### src/rtl/vga_pkg.sv
// Shared timing constants, colours and the tile-map address helper for the VGA pixel pipe.
package vga_pkg;

    localparam int H_START = 256;
    localparam int V_START = 36;
    localparam int ACT_W   = 640;
    localparam int ACT_H   = 480;
    localparam int LAT     = 4;
    localparam int TILE    = 8;
    localparam int MAP_W   = 80;

    localparam logic [11:0] BG_COLOUR  = 12'h114;
    localparam logic [11:0] SPR_COLOUR = 12'hF20;
    localparam logic [11:0] FG_PAL [0:3] = '{12'hFFF, 12'h0F4, 12'h4AF, 12'hFC0};

    // row*80 + col built from shifts so no multiplier is needed
    function automatic logic [12:0] map_addr(input logic [5:0] ty, input logic [6:0] tx);
        return ({7'd0, ty} << 6) + ({7'd0, ty} << 4) + {6'd0, tx};
    endfunction

endpackage

### src/rtl/vga_sprite_unit.sv
// Ant sprite: shadow/live position with once-per-frame update, hit test and row fetch.
// Only compiled when ANT_SPRITE_EN is defined.
`ifdef ANT_SPRITE_EN
module vga_sprite_unit
    import vga_pkg::*;
(
    input  logic        clk_i,
    input  logic        rst_ni,
    input  logic        frame_start_i,
    input  logic [9:0]  pos_x_i,
    input  logic [8:0]  pos_y_i,
    input  logic        pos_valid_i,
    output logic        pos_ready_o,
    input  logic [9:0]  x1_i,
    input  logic [8:0]  y1_i,
    input  logic        act1_i,
    output logic [3:0]  spr_addr_o,
    input  logic [15:0] spr_data_i,
    output logic        spr_pix_o
);

    logic [9:0] sh_x_q, sh_x_d, sh_y_q, sh_y_d;
    logic [9:0] sx_q, sx_d, sy_q, sy_d;
    logic       full_q, full_d;
    logic [9:0] dx_s, dy_s;
    logic       hit1_s;
    logic       hit2_q;
    logic [3:0] col2_q;

    // Shadow load and frame-start transfer; a full shadow blocks new loads
    always_comb begin
        sh_x_d = sh_x_q;
        sh_y_d = sh_y_q;
        sx_d   = sx_q;
        sy_d   = sy_q;
        full_d = full_q;
        if (frame_start_i && full_q) begin
            sx_d   = sh_x_q;
            sy_d   = sh_y_q;
            full_d = 1'b0;
        end else begin
            full_d = full_q;
        end
        if (pos_valid_i && !full_q) begin
            sh_x_d = pos_x_i;
            sh_y_d = {1'b0, pos_y_i};
            full_d = 1'b1;
        end else begin
            sh_x_d = sh_x_d;
        end
    end

    // Unsigned differences wrap for negative offsets, so a single compare covers both bounds
    always_comb begin
        dx_s       = x1_i - sx_q;
        dy_s       = {1'b0, y1_i} - sy_q;
        hit1_s     = act1_i && (sx_q < 10'(ACT_W)) && (sy_q < 10'(ACT_H))
                     && (dx_s < 10'd16) && (dy_s < 10'd16);
        spr_addr_o = hit1_s ? dy_s[3:0] : 4'd0;
        spr_pix_o  = hit2_q && spr_data_i[4'd15 - col2_q];
    end

    assign pos_ready_o = !full_q;

    // Position registers and stage-2 hit/column
    always_ff @(posedge clk_i or negedge rst_ni) begin
        if (!rst_ni) begin
            sh_x_q <= 10'd0;
            sh_y_q <= 10'd0;
            sx_q   <= 10'h3FF;
            sy_q   <= 10'h3FF;
            full_q <= 1'b0;
            hit2_q <= 1'b0;
            col2_q <= 4'd0;
        end else begin
            sh_x_q <= sh_x_d;
            sh_y_q <= sh_y_d;
            sx_q   <= sx_d;
            sy_q   <= sy_d;
            full_q <= full_d;
            hit2_q <= hit1_s;
            col2_q <= dx_s[3:0];
        end
    end

endmodule
`endif

### src/rtl/vga_pixel_pipe.sv
// Scan counters to registered 12-bit RGB: tile background plus an optional ant sprite (ANT_SPRITE_EN).
// MAP_ADDR/PAT_ADDR are driven combinationally so two synchronous memory reads fit the 4-cycle latency.
module vga_pixel_pipe
    import vga_pkg::*;
(
    input  logic        CLK,
    input  logic        RST_N,
    input  logic [10:0] HCNT,
    input  logic [9:0]  VCNT,
    input  logic        HSYNC_IN,
    input  logic        VSYNC_IN,
    output logic [12:0] MAP_ADDR,
    input  logic [7:0]  MAP_DATA,
    output logic [8:0]  PAT_ADDR,
    input  logic [7:0]  PAT_DATA,
    input  logic [9:0]  POS_X,
    input  logic [8:0]  POS_Y,
    input  logic        POS_VALID,
    output logic        POS_READY,
    output logic [3:0]  SPR_ADDR,
    input  logic [15:0] SPR_DATA,
    output logic [3:0]  R,
    output logic [3:0]  G,
    output logic [3:0]  B,
    output logic        HSYNC,
    output logic        VSYNC,
    output logic        FRAME_TICK
);

    logic [10:0] hx_s;
    logic [9:0]  vy_s;
    logic [9:0]  x0_s;
    logic [8:0]  y0_s;
    logic        act0_s, frame_start_s;
    logic        act1_q, hs1_q, vs1_q;
    logic [9:0]  x1_q;
    logic [8:0]  y1_q;
    logic        act2_q, hs2_q, vs2_q;
    logic [2:0]  xb2_q;
    logic [1:0]  pal2_q;
    logic        bg_on_s, spr_pix_s;
    logic        act3_q, bg3_q, spr3_q, hs3_q, vs3_q;
    logic [1:0]  pal3_q;
    logic [11:0] rgb_q, rgb_d;
    logic        hs_q, vs_q, tick_q;
    logic        unused_s;

    // Stage 0: active window, local coordinates and tile-map address
    always_comb begin
        hx_s          = HCNT - 11'(H_START);
        vy_s          = VCNT - 10'(V_START);
        x0_s          = hx_s[9:0];
        y0_s          = vy_s[8:0];
        act0_s        = (HCNT >= 11'(H_START)) && (HCNT < 11'(H_START + ACT_W))
                        && (VCNT >= 10'(V_START)) && (VCNT < 10'(V_START + ACT_H));
        frame_start_s = (HCNT == 11'd0) && (VCNT == 10'd0);
        if (act0_s) begin
            MAP_ADDR = map_addr(y0_s[8:3], x0_s[9:3]);
        end else begin
            MAP_ADDR = 13'd0;
        end
    end

    // Stage 1 pattern address and stage 2 background bit
    always_comb begin
        if (act1_q) begin
            PAT_ADDR = {MAP_DATA[5:0], y1_q[2:0]};
        end else begin
            PAT_ADDR = 9'd0;
        end
        bg_on_s = PAT_DATA[3'd7 - xb2_q];
    end

`ifdef ANT_SPRITE_EN
    vga_sprite_unit u_sprite (
        .clk_i         (CLK),
        .rst_ni        (RST_N),
        .frame_start_i (frame_start_s),
        .pos_x_i       (POS_X),
        .pos_y_i       (POS_Y),
        .pos_valid_i   (POS_VALID),
        .pos_ready_o   (POS_READY),
        .x1_i          (x1_q),
        .y1_i          (y1_q),
        .act1_i        (act1_q),
        .spr_addr_o    (SPR_ADDR),
        .spr_data_i    (SPR_DATA),
        .spr_pix_o     (spr_pix_s)
    );
    assign unused_s = ^{hx_s[10], vy_s[9]};
`else
    assign POS_READY = 1'b0;
    assign SPR_ADDR  = 4'd0;
    assign spr_pix_s = 1'b0;
    assign unused_s  = ^{hx_s[10], vy_s[9], POS_X, POS_Y, POS_VALID, SPR_DATA, x1_q, y1_q};
`endif

    // Stage 3 colour select: sprite over foreground over background, blank outside the window
    always_comb begin
        rgb_d = 12'h000;
        if (act3_q) begin
            if (spr3_q) begin
                rgb_d = SPR_COLOUR;
            end else if (bg3_q) begin
                rgb_d = FG_PAL[pal3_q];
            end else begin
                rgb_d = BG_COLOUR;
            end
        end else begin
            rgb_d = 12'h000;
        end
    end

    // Pipeline registers; syncs travel alongside so every output shares the same latency
    always_ff @(posedge CLK or negedge RST_N) begin
        if (!RST_N) begin
            act1_q <= 1'b0;  x1_q  <= 10'd0; y1_q   <= 9'd0;  hs1_q <= 1'b1; vs1_q <= 1'b1;
            act2_q <= 1'b0;  xb2_q <= 3'd0;  pal2_q <= 2'd0;  hs2_q <= 1'b1; vs2_q <= 1'b1;
            act3_q <= 1'b0;  bg3_q <= 1'b0;  spr3_q <= 1'b0;  pal3_q <= 2'd0;
            hs3_q  <= 1'b1;  vs3_q <= 1'b1;
            rgb_q  <= 12'h000; hs_q <= 1'b1; vs_q <= 1'b1;   tick_q <= 1'b0;
        end else begin
            act1_q <= act0_s;  x1_q  <= x0_s;      y1_q   <= y0_s;
            hs1_q  <= HSYNC_IN; vs1_q <= VSYNC_IN;
            act2_q <= act1_q;  xb2_q <= x1_q[2:0]; pal2_q <= MAP_DATA[7:6];
            hs2_q  <= hs1_q;   vs2_q <= vs1_q;
            act3_q <= act2_q;  bg3_q <= bg_on_s;   spr3_q <= spr_pix_s; pal3_q <= pal2_q;
            hs3_q  <= hs2_q;   vs3_q <= vs2_q;
            rgb_q  <= rgb_d;   hs_q  <= hs3_q;     vs_q   <= vs3_q;    tick_q <= frame_start_s;
        end
    end

    assign R          = rgb_q[11:8];
    assign G          = rgb_q[7:4];
    assign B          = rgb_q[3:0];
    assign HSYNC      = hs_q;
    assign VSYNC      = vs_q;
    assign FRAME_TICK = tick_q;

endmodule

### config.mk
export PLATFORM = sky130hd
export DESIGN_NAME = vga_pixel_pipe
export DESIGN_NICKNAME = d
export VERILOG_FILES = /design/src/rtl/vga_pkg.sv /design/src/rtl/vga_sprite_unit.sv /design/src/rtl/vga_pixel_pipe.sv
export SDC_FILE = /design/constraint.sdc
export NUM_CORES = 1
export LEC_CHECK = 0
export ABC_AREA = 1
export CAP_MARGIN = 20
export CORE_ASPECT_RATIO = 1.4
export CORE_UTILIZATION = 41
export CTS_CLUSTER_SIZE = 24
export DETAILED_ROUTE_END_ITERATION = 12
export GPL_ROUTABILITY_DRIVEN = 1
export PLACE_DENSITY = 0.95
export SLEW_MARGIN = 20
export SYNTH_ARGS = -nofsm -noshare
export SYNTH_HDL_FRONTEND = slang
export SYNTH_SLANG_ARGS = --single-unit
### constraint.sdc
create_clock -name CLK -period 6.1 [get_ports CLK]
set_input_delay 0.61 -clock CLK [delete_from_list [all_inputs] [get_ports CLK]]
set_output_delay 0.61 -clock CLK [all_outputs]
set_load 0.02 [all_outputs]
---- Yosys cells after proc, flatten, opt, wreduce, memory -nomap -nowiden ----
Cells that the tools add are included.
storage, ports and cells
  register bits after elaboration ......... 38
  input bits .............................. 77
  word-level logic and storage cells ...... 46
operators by class
  $add $sub $neg .......................... 5
  magnitude comparators ................... 6
  multiplexer cells ....................... 9
  bitwise gates (word level) .............. 1
  reduce and logical (&&, ||, !) cells .... 6
operator list
  operator                 number
  $mux W12                 4
  $bmux W12 S2             1
  $add A12 B10 Y13         1
  $add A13 B7 Y13          1
  $mux W13                 1
  $ge A11 B9 Y1 const B    1
  $logic_not A11 Y1        1
  $lt A11 B10 Y1 const B   1
  $ge A10 B6 Y1 const B    1
  $logic_not A10 Y1        1
  $lt A10 B10 Y1 const B   1
  $sub A10 B9 Y10 const B  1
  $mux W9                  1
  $sub A9 B6 Y9 const B    1
  $logic_and A1 B1 Y1      4
  $lt A3 B4 Y1 const B     1
  $bmux W1 S3              1
  $ge A3 B3 Y1 const B     1
  $not A2 Y3               1
  $sub A3 B3 Y3 const A    1
  $mux W1                  1

---- Longest topological paths before layout ----
Gate-level depths: netlist of the first run.
  word-level depth ........................ 6
  depth in mapped cells ................... 17
  mapped depth without buffers ............ 17

---- Least setup slack after synthesis of the first run ----
No wires, ideal clock.
  path kind ............................... in2out
  start point ............................. input VCNT[2]
  end point ............................... output MAP_ADDR[11]
  data arrival time ....................... 2708 ps
  slack ................................... 2782 ps
  stages on the path ...................... 13
  path buffers ............................ 0
  cells stage by stage .................... inv_1 ha_1 inv_1 ha_1 inv_1 xor2_1 inv_1 fa_1 nor3_1 nor2_1 nand2_1 nand2_1 nor2_1
between the ends
  cells in the longest elaborated chain, start to end .. 4
  elaborated cells on any way between the ends .. 8
  those cells by class .................... add/sub: 3; order compare: 2; mux: 1; reduce/logical: 2
ends and longest elaborated chain
  element                                                  RTL line                                    RTL
  start: declaration                                       vga_pixel_pipe.sv:9                         input logic [9:0] VCNT,
  $sub A9 B6 Y9 or $ge A10 B6 Y1 (tied branches)           vga_pixel_pipe.sv:51, vga_pixel_pipe.sv:55
  $add A12 B10 Y13 or $logic_and A1 B1 Y1 (tied branches)  vga_pkg.sv:18, vga_pixel_pipe.sv:55
  $add A13 B7 Y13 or $logic_and A1 B1 Y1 (tied branches)   vga_pkg.sv:18, vga_pixel_pipe.sv:55
  $mux W13 (*)                                             vga_pixel_pipe.sv:57                        if (act0_s) begin
  end: declaration                                         vga_pixel_pipe.sv:12                        output logic [12:0] MAP_ADDR,
Every way passes the cells marked *; elsewhere a longest branch is shown, timed or not.

---- Worst setup path after layout of the first run ----
Ends and elaborated chain as after synthesis.

==> impl_metrics.yaml, run 1 <==
outcome:
  outcome: "complete, no violations"
synthesis:
  synth_ff_type: "dfrtp_1"
  synthMuxAreaShare_pct: 0
  synth.cell_area_um2: 2030
  ys_ff_latch: 35
  synthSimpleGateAreaFrac_pct: 22.0
  seq_area_frac_synth_pct: 43.6
  yosys.area_share.adder_pct: 12.1
  synth_area_per_cell_um2: 8.44
  yosys_warnings: 0
  synth_edf_count: 0
  synth_cell_type_count: 28
  netlist_instances: 241
  synth_xor_xnor_area_share_pct: 4.68
  synth_top_family_by_area: "simple AND/OR/NAND/NOR gates"
  async_flop_share_pct: 100
  synth_compound_area_share_pct: 4.98
grt:
  grt_max_degree: 36
  grt_pass1_wl_um: 7090
  grt_usage_pct: 18.0
  grt.overflow.total: 0
  grt_pass1_vias: 1731
  antenna_found_initial: 0
setup_path:
  cp-start-kind: "primary input"
  crit_type: "primary input to output pin"
  cp_slowest_cell: "clkdlybuf4s50_1"
  cp_top_family: "buffers and inverters"
  cp_slowest_stage_delay_ns: 0.61
  crit_chain: "clkdlybuf4s50_1 > inv_1 > ha_1 > inv_1 > ha_1 > inv_1 > xor2_1 > inv_1 > fa_1 > nor3_1 > nor2_1 > nand2_1 > nand2_1 > nor2_1 > clkdlybuf4s50_1"
  crit_top_cell: "inv_1"
  critPathBufInv: 6
  end_kind: "output pin"
  required_ns: 5.49
  cp.arrival_ns: 3.86
  critPathMaxFanout: 4
drt:
  drc: 0
  routed_wl_um: 4290
  wl_per_cell_um: 11.1
  drtAntennaViolNets: 0
  drt-initial-drc-count: 69
  firstDrtPassIters: 4
  viasPerCell: 4.49
  vias: 1729
cts:
  numCtsBuffers: 5
  clkSlewWorstSetupHoldPaths_ns: 0.06
  clockBufferDepth: 2
  cts_hold_buffers: 0
  post_cts_buffers: 0
  cts_htree_levels: 2
  clk_latency_ns: 0.28
  cts.sinks: 35
  cts_resized: 0
  cts-root-buf: "clkbuf_8"
  cts_tree: "built"
place:
  portBuffers: 77
  gp_congestion: 0.843
  dp_cells: 377
  hpwl_um: 3640
sta:
  finalHoldViolations: 0
  setup_tns_ns: 0
  rsz0062_at_grt: "no"
  finalCriticalPeriod_ns: 4.47
  finalMaxSlewViolations: 0
  fin_worst_skew_ns: 0.00621
  finalCritPeriodShare_pct: 73.2
  timing.hold.ws_ns: 0.346
  final-setup-viol-count: 0
  max_freq_mhz: 224
floorplanning:
  start_util_pct: 42.3
  coreArea_um2: 4800
  die_h_um: 85.3
  die_w_um: 61.5
  ios: 119
  die_area_um2: 5250
  rows: 30
power:
  leakagePower_nw: 1.46
  power.total_mw: 0.596
  peakVddDrop_uv: 98.2
  power_density_nw_per_um2: 205
finish:
  diodes: 0
  area_growth_pct: 43.2
  final_util_pct: 60.6
  layout_common_cells: "77 x clkdlybuf4s50_1, 43 x inv_1, 41 x nand2_1"
  seq_area_um2: 886
  multiInputGateArea_um2: 907
  nets: 416
  fill_cells: 445
  final_cell_count_no_fill: 385
  mostFrequentLayoutCell: "clkdlybuf4s50_1"
  drive_above_1_share_pct: 10.9
worst_hold_path:
  worstHoldPathType: "register to register"
flow_run:
  drv_cap: 0
[routing by layer]
layer / global-route usage (%) / part of all wire (%) / vias up
met5: 0 / 0 / -
li1: - / - / 873
met3: 4.42 / 6.0 / 10
met1: 16.4 / 33 / 788
met4: 6.46 / 2.0 / 0
met2: 35.6 / 59 / 58
[power breakdown]
part	leakage, nW	switching (mW)	internal, mW
logic	0.996	0.106	0.0883
clock network	0.0395	0.0678	0.0808
registers	0.423	0.00638	0.246
total	1.46	0.180	0.415
[synth_stat cells, types with 2 or more instances]
library cell	count	area, µm²
a21oi_1	9	45.0
buf_4	8	60.1
dfrtp_1	27	676
dfstp_2	8	210
ha_1	18	225
inv_1	43	161
inv_2	5	18.8
nand2_1	41	154
nand2_2	2	12.5
nand3_1	8	40.0
nand4_1	3	18.8
nor2_1	30	113
nor2_2	10	62.6
nor2_4	2	22.5
o21ai_0	7	35.0
xor2_1	8	70.1
[worst paths after layout]
| path | start | end | slack, ns | depth (start not counted) |
|---|---|---|---|---|
| hold / removal | act2_q | act3_q | 0.35 | 0 |
| min in group asynchronous | RST_N | rgb_q[6] | 0.73 | 2 |
| max in group asynchronous | RST_N | vs2_q | 5.05 | 2 |
| hold reg to reg | act2_q | act3_q | 0.35 | 0 |
| setup reg to reg | pal3_q[0] | rgb_q[8] | 5.06 | 4 |
| setup / recovery | VCNT[2] | MAP_ADDR[11] | 1.63 | 15 |
[flip-flops by register name, summed over array words and instances (netlist names)]
name,cells
act2_q,1
vs1_q,1
rgb_q,9
pal2_q,2
x1_q,3
hs2_q,1
act1_q,1
vs2_q,1
y1_q,3
bg3_q,1
vs3_q,1
act3_q,1
hs1_q,1
FRAME_TICK,1
xb2_q,3
VSYNC,1
pal3_q,2
hs3_q,1
HSYNC,1
[cell type report]
| type | instances | area share (%) |
|---|---|---|
| clock buffers | 8 | 2.75 |
| repair buffers | 78 | 26.7 |
| inverters | 48 | 6.19 |
| flip-flops and latches | 35 | 30.4 |
| well taps | 64 | 2.75 |
| multi-input cells | 152 | 31.2 |
[per-stage QoR]
step | instance area [µm²] | setup slack, ns
finish | 2910 | 1.63
CTS | 2910 | 1.61
floorplan | 2050 | 2.78
global placement | 2830 | 1.69
detailed placement | 2830 | 1.62
global route | 2910 | 1.45
[logic make-up (layout without fill, tap and decap cells)]
| family | count (synthesis) | after routing |
|---|---|---|
| buf+inv | 58 | 134 |
| other cells | 1 | 5 |
| compound gates | 19 | 19 |
| simple gates | 99 | 99 |
| fa+ha+maj | 19 | 19 |
| flops | 35 | 35 |
| xor+xnor | 10 | 10 |
(Power assumes the default switching activity.)
==> run 2: changes to the inputs <==
--- a/config.mk
+++ b/config.mk
@@ -8,11 +8,11 @@
 export ABC_AREA = 1
 export CAP_MARGIN = 20
 export CORE_ASPECT_RATIO = 1.4
-export CORE_UTILIZATION = 41
+export CORE_UTILIZATION = 34
 export CTS_CLUSTER_SIZE = 24
 export DETAILED_ROUTE_END_ITERATION = 12
 export GPL_ROUTABILITY_DRIVEN = 1
-export PLACE_DENSITY = 0.95
+export PLACE_DENSITY = 0.85
 export SLEW_MARGIN = 20
 export SYNTH_ARGS = -nofsm -noshare
 export SYNTH_HDL_FRONTEND = slang
==> constraint.sdc (replaced) <==
create_clock -name CLK -period 3.85 [get_ports CLK]
set_input_delay 0.385 -clock CLK [delete_from_list [all_inputs] [get_ports CLK]]
set_output_delay 0.385 -clock CLK [all_outputs]
set_load 0.02 [all_outputs]
==> run 2 against run 1 <==
Effect of this change:
- core utilization down 7.7 points
- clock power increased by 110%
- global-route usage down 3.8 points
- first-iteration DRC count is 17% lower
- critical path depth up 1
- setup slack lost 1.4 ns
- via count up 2.1%
- final area up 5.8%
- worst hold slack worse by 0.26 ns
- non-clock buffer count grew 15
- largest power group unchanged
- power grew 76%
==> impl_metrics.yaml, run 2 (synthesized netlist as in run 1, its figures left out) <==
outcome:
  outcome: "complete, no violations"
sta:
  finalHoldViolations: 0
  finalCriticalPeriod_ns: 3.60
  finalMaxSlewViolations: 0
  max_slew_margin_pct: 62.2
  finalCritPeriodShare_pct: 93.5
  setup_ws_ns: 0.251
  rsz0062_at_grt: "no"
  fin_worst_skew_ns: 0.00922
  worstMarginPinSlew_ns: 0.567
  final-setup-viol-count: 0
  max_freq_mhz: 278
drt:
  firstDrtPassIters: 3
  wl_per_cell_um: 10.8
  routed_wl_um: 4410
  drt-initial-drc-count: 57
  drtAntennaViolNets: 0
  drc: 0
  vias: 1766
  viasPerCell: 4.35
worst_hold_path:
  worstHoldPathType: "primary input to async pin"
grt:
  grt_usage_pct: 14.3
  grt_pass1_vias: 1752
  grt.overflow.total: 0
  antenna_found_initial: 0
  grt_pass1_wl_um: 6790
  grt_max_degree: 29
setup_path:
  crit_top_cell: "inv_1"
  cp.arrival_ns: 3.21
  crit_chain: "clkdlybuf4s50_1 > inv_1 > ha_1 > inv_1 > ha_1 > inv_1 > xor2_2 > inv_1 > fa_1 > nor3_2 > inv_1 > nand3_1 > nand2_1 > nand2_1 > nor2_1 > dlygate4sd2_1"
  end_kind: "output pin"
  cp_slowest_cell: "clkdlybuf4s50_1"
  cp_top_family: "buffers and inverters"
  critPathMaxFanout: 3
  r2r_slack_ns: 2.84
  cp_slowest_stage_delay_ns: 0.48
  crit_type: "primary input to output pin"
  required_ns: 3.46
  cp-start-kind: "primary input"
  critPathBufInv: 7
finish:
  area_growth_pct: 51.4
  fill_cells: 542
  drive_above_1_share_pct: 16.7
  fin_area_um2: 3080
  mostFrequentLayoutCell: "clkdlybuf4s50_1"
  regMostFlops: "rgb_q"
  final_util_pct: 52.9
  final_cell_count_no_fill: 406
  layout_common_cells: "70 x clkdlybuf4s50_1, 43 x inv_1, 41 x nand2_1"
  nets: 431
  largest_register_ffs: 9
  diodes: 0
place:
  post-place-ws_ns: -0.143
  portBuffers: 77
  hpwl_um: 3640
  dp_cells: 398
  dpl_cell_area_um2: 2950
  gp_congestion: 0.788
floorplanning:
  die_h_um: 93.5
  start_util_pct: 34.9
  coreArea_um2: 5820
  die_w_um: 67.4
  rows: 33
  die_area_um2: 6300
  ios: 119
power:
  leakagePower_nw: 1.63
  pwr-share-comb_pct: 31.6
  p_switching_mw: 0.308
  peakVddDrop_uv: 157
  power_density_nw_per_um2: 340
  p_sw_share_pct: 29.4
  pwr-share-clk_pct: 30.2
  seqPwrFrac_pct: 38.2
  power.total_mw: 1.05
  p_int_mw: 0.738
cts:
  clockBufferDepth: 2
  clkSlewWorstSetupHoldPaths_ns: 0.07
  cts_htree_levels: 2
  cts_tree: "built"
  numCtsBuffers: 5
  cts_hold_buffers: 0
  cts-root-buf: "clkbuf_8"
  clk_latency_ns: 0.28
  cts.sinks: 35
flow_run:
  drv_cap: 0
==> run 2: cell types whose count changed in the layout (fill, tap and decap cells not counted), moves of 2 or more <==
| cell | delta |
|---|---|
| dlygate4sd2_1 | +2 |
| buf_4 | +15 |
| clkbuf_1 | -3 |
| clkdlybuf4s50_1 | -7 |
| dlymetal6s2s_1 | +4 |
==> run 2: worst paths after layout <==
path / start / endpoint / cells past startpoint
max: VCNT[2] / MAP_ADDR[11] / 16
min: RST_N / rgb_q[5] / 1
max reg2reg: xb2_q[0] / bg3_q / 5
min reg2reg: x1_q[1] / xb2_q[1] / 0
max in group asynchronous: RST_N / hs1_q / 2
min in group CLK: x1_q[1] / xb2_q[1] / 0
==> run 2: routing by layer <==
metal  wire (µm)  GRT usage [%]  share of wire (%)
met1        1580           13.2                 36
met2        2500           28.7                 57
met3         246           3.41                5.6
met4          74           4.26                1.7
met5           0              0                  0
==> run 2: power by group through the flow <==
stage	combinational, mW	clock (mW)	sequential [mW]
CTS	0.330	0.325	0.400
global route	0.369	0.345	0.402
global placement	0.322	0	0.405
floorplan	0.184	0	0.411
finish	0.330	0.316	0.400
detailed placement	0.327	0	0.407
==> run 2: through the flow <==
stage	TNS (ns)	hold slack (ns)
detailed placement	-0.143	0.336
global route	0	0.131
finish	0	0.0870
global placement	-0.105	0.335
CTS	0	0.108
floorplan	0	0.0894
==> run 2: timing repair <==
item	4_1_cts	5_1_grt
setup endpoints to repair	2	5
setup buffers	0	0
gates resized for setup	2	6
hold endpoints to repair	0	0
==> run 2: area by class of cell <==
| class | count | area, µm² | share of cell area (%) |
|---|---|---|---|
| multi-input combinational | 152 | 920 | 29.9 |
| timing repair buffer | 93 | 893 | 29.0 |
| sequential | 35 | 886 | 28.8 |
| inverter | 48 | 180 | 5.85 |
| tap | 70 | 87.6 | 2.84 |
| clock buffer | 5 | 68.8 | 2.23 |
| clock inverter | 3 | 43.8 | 1.42 |
==> run 2: worst register-to-register path: stages, from the launching register on <==
cell and delay (ns):
dfrtp_1 0.40, inv_1 0.09, o21ai_0 0.15, o21ai_0 0.11, nor2_1 0.09, a21oi_1 0.05
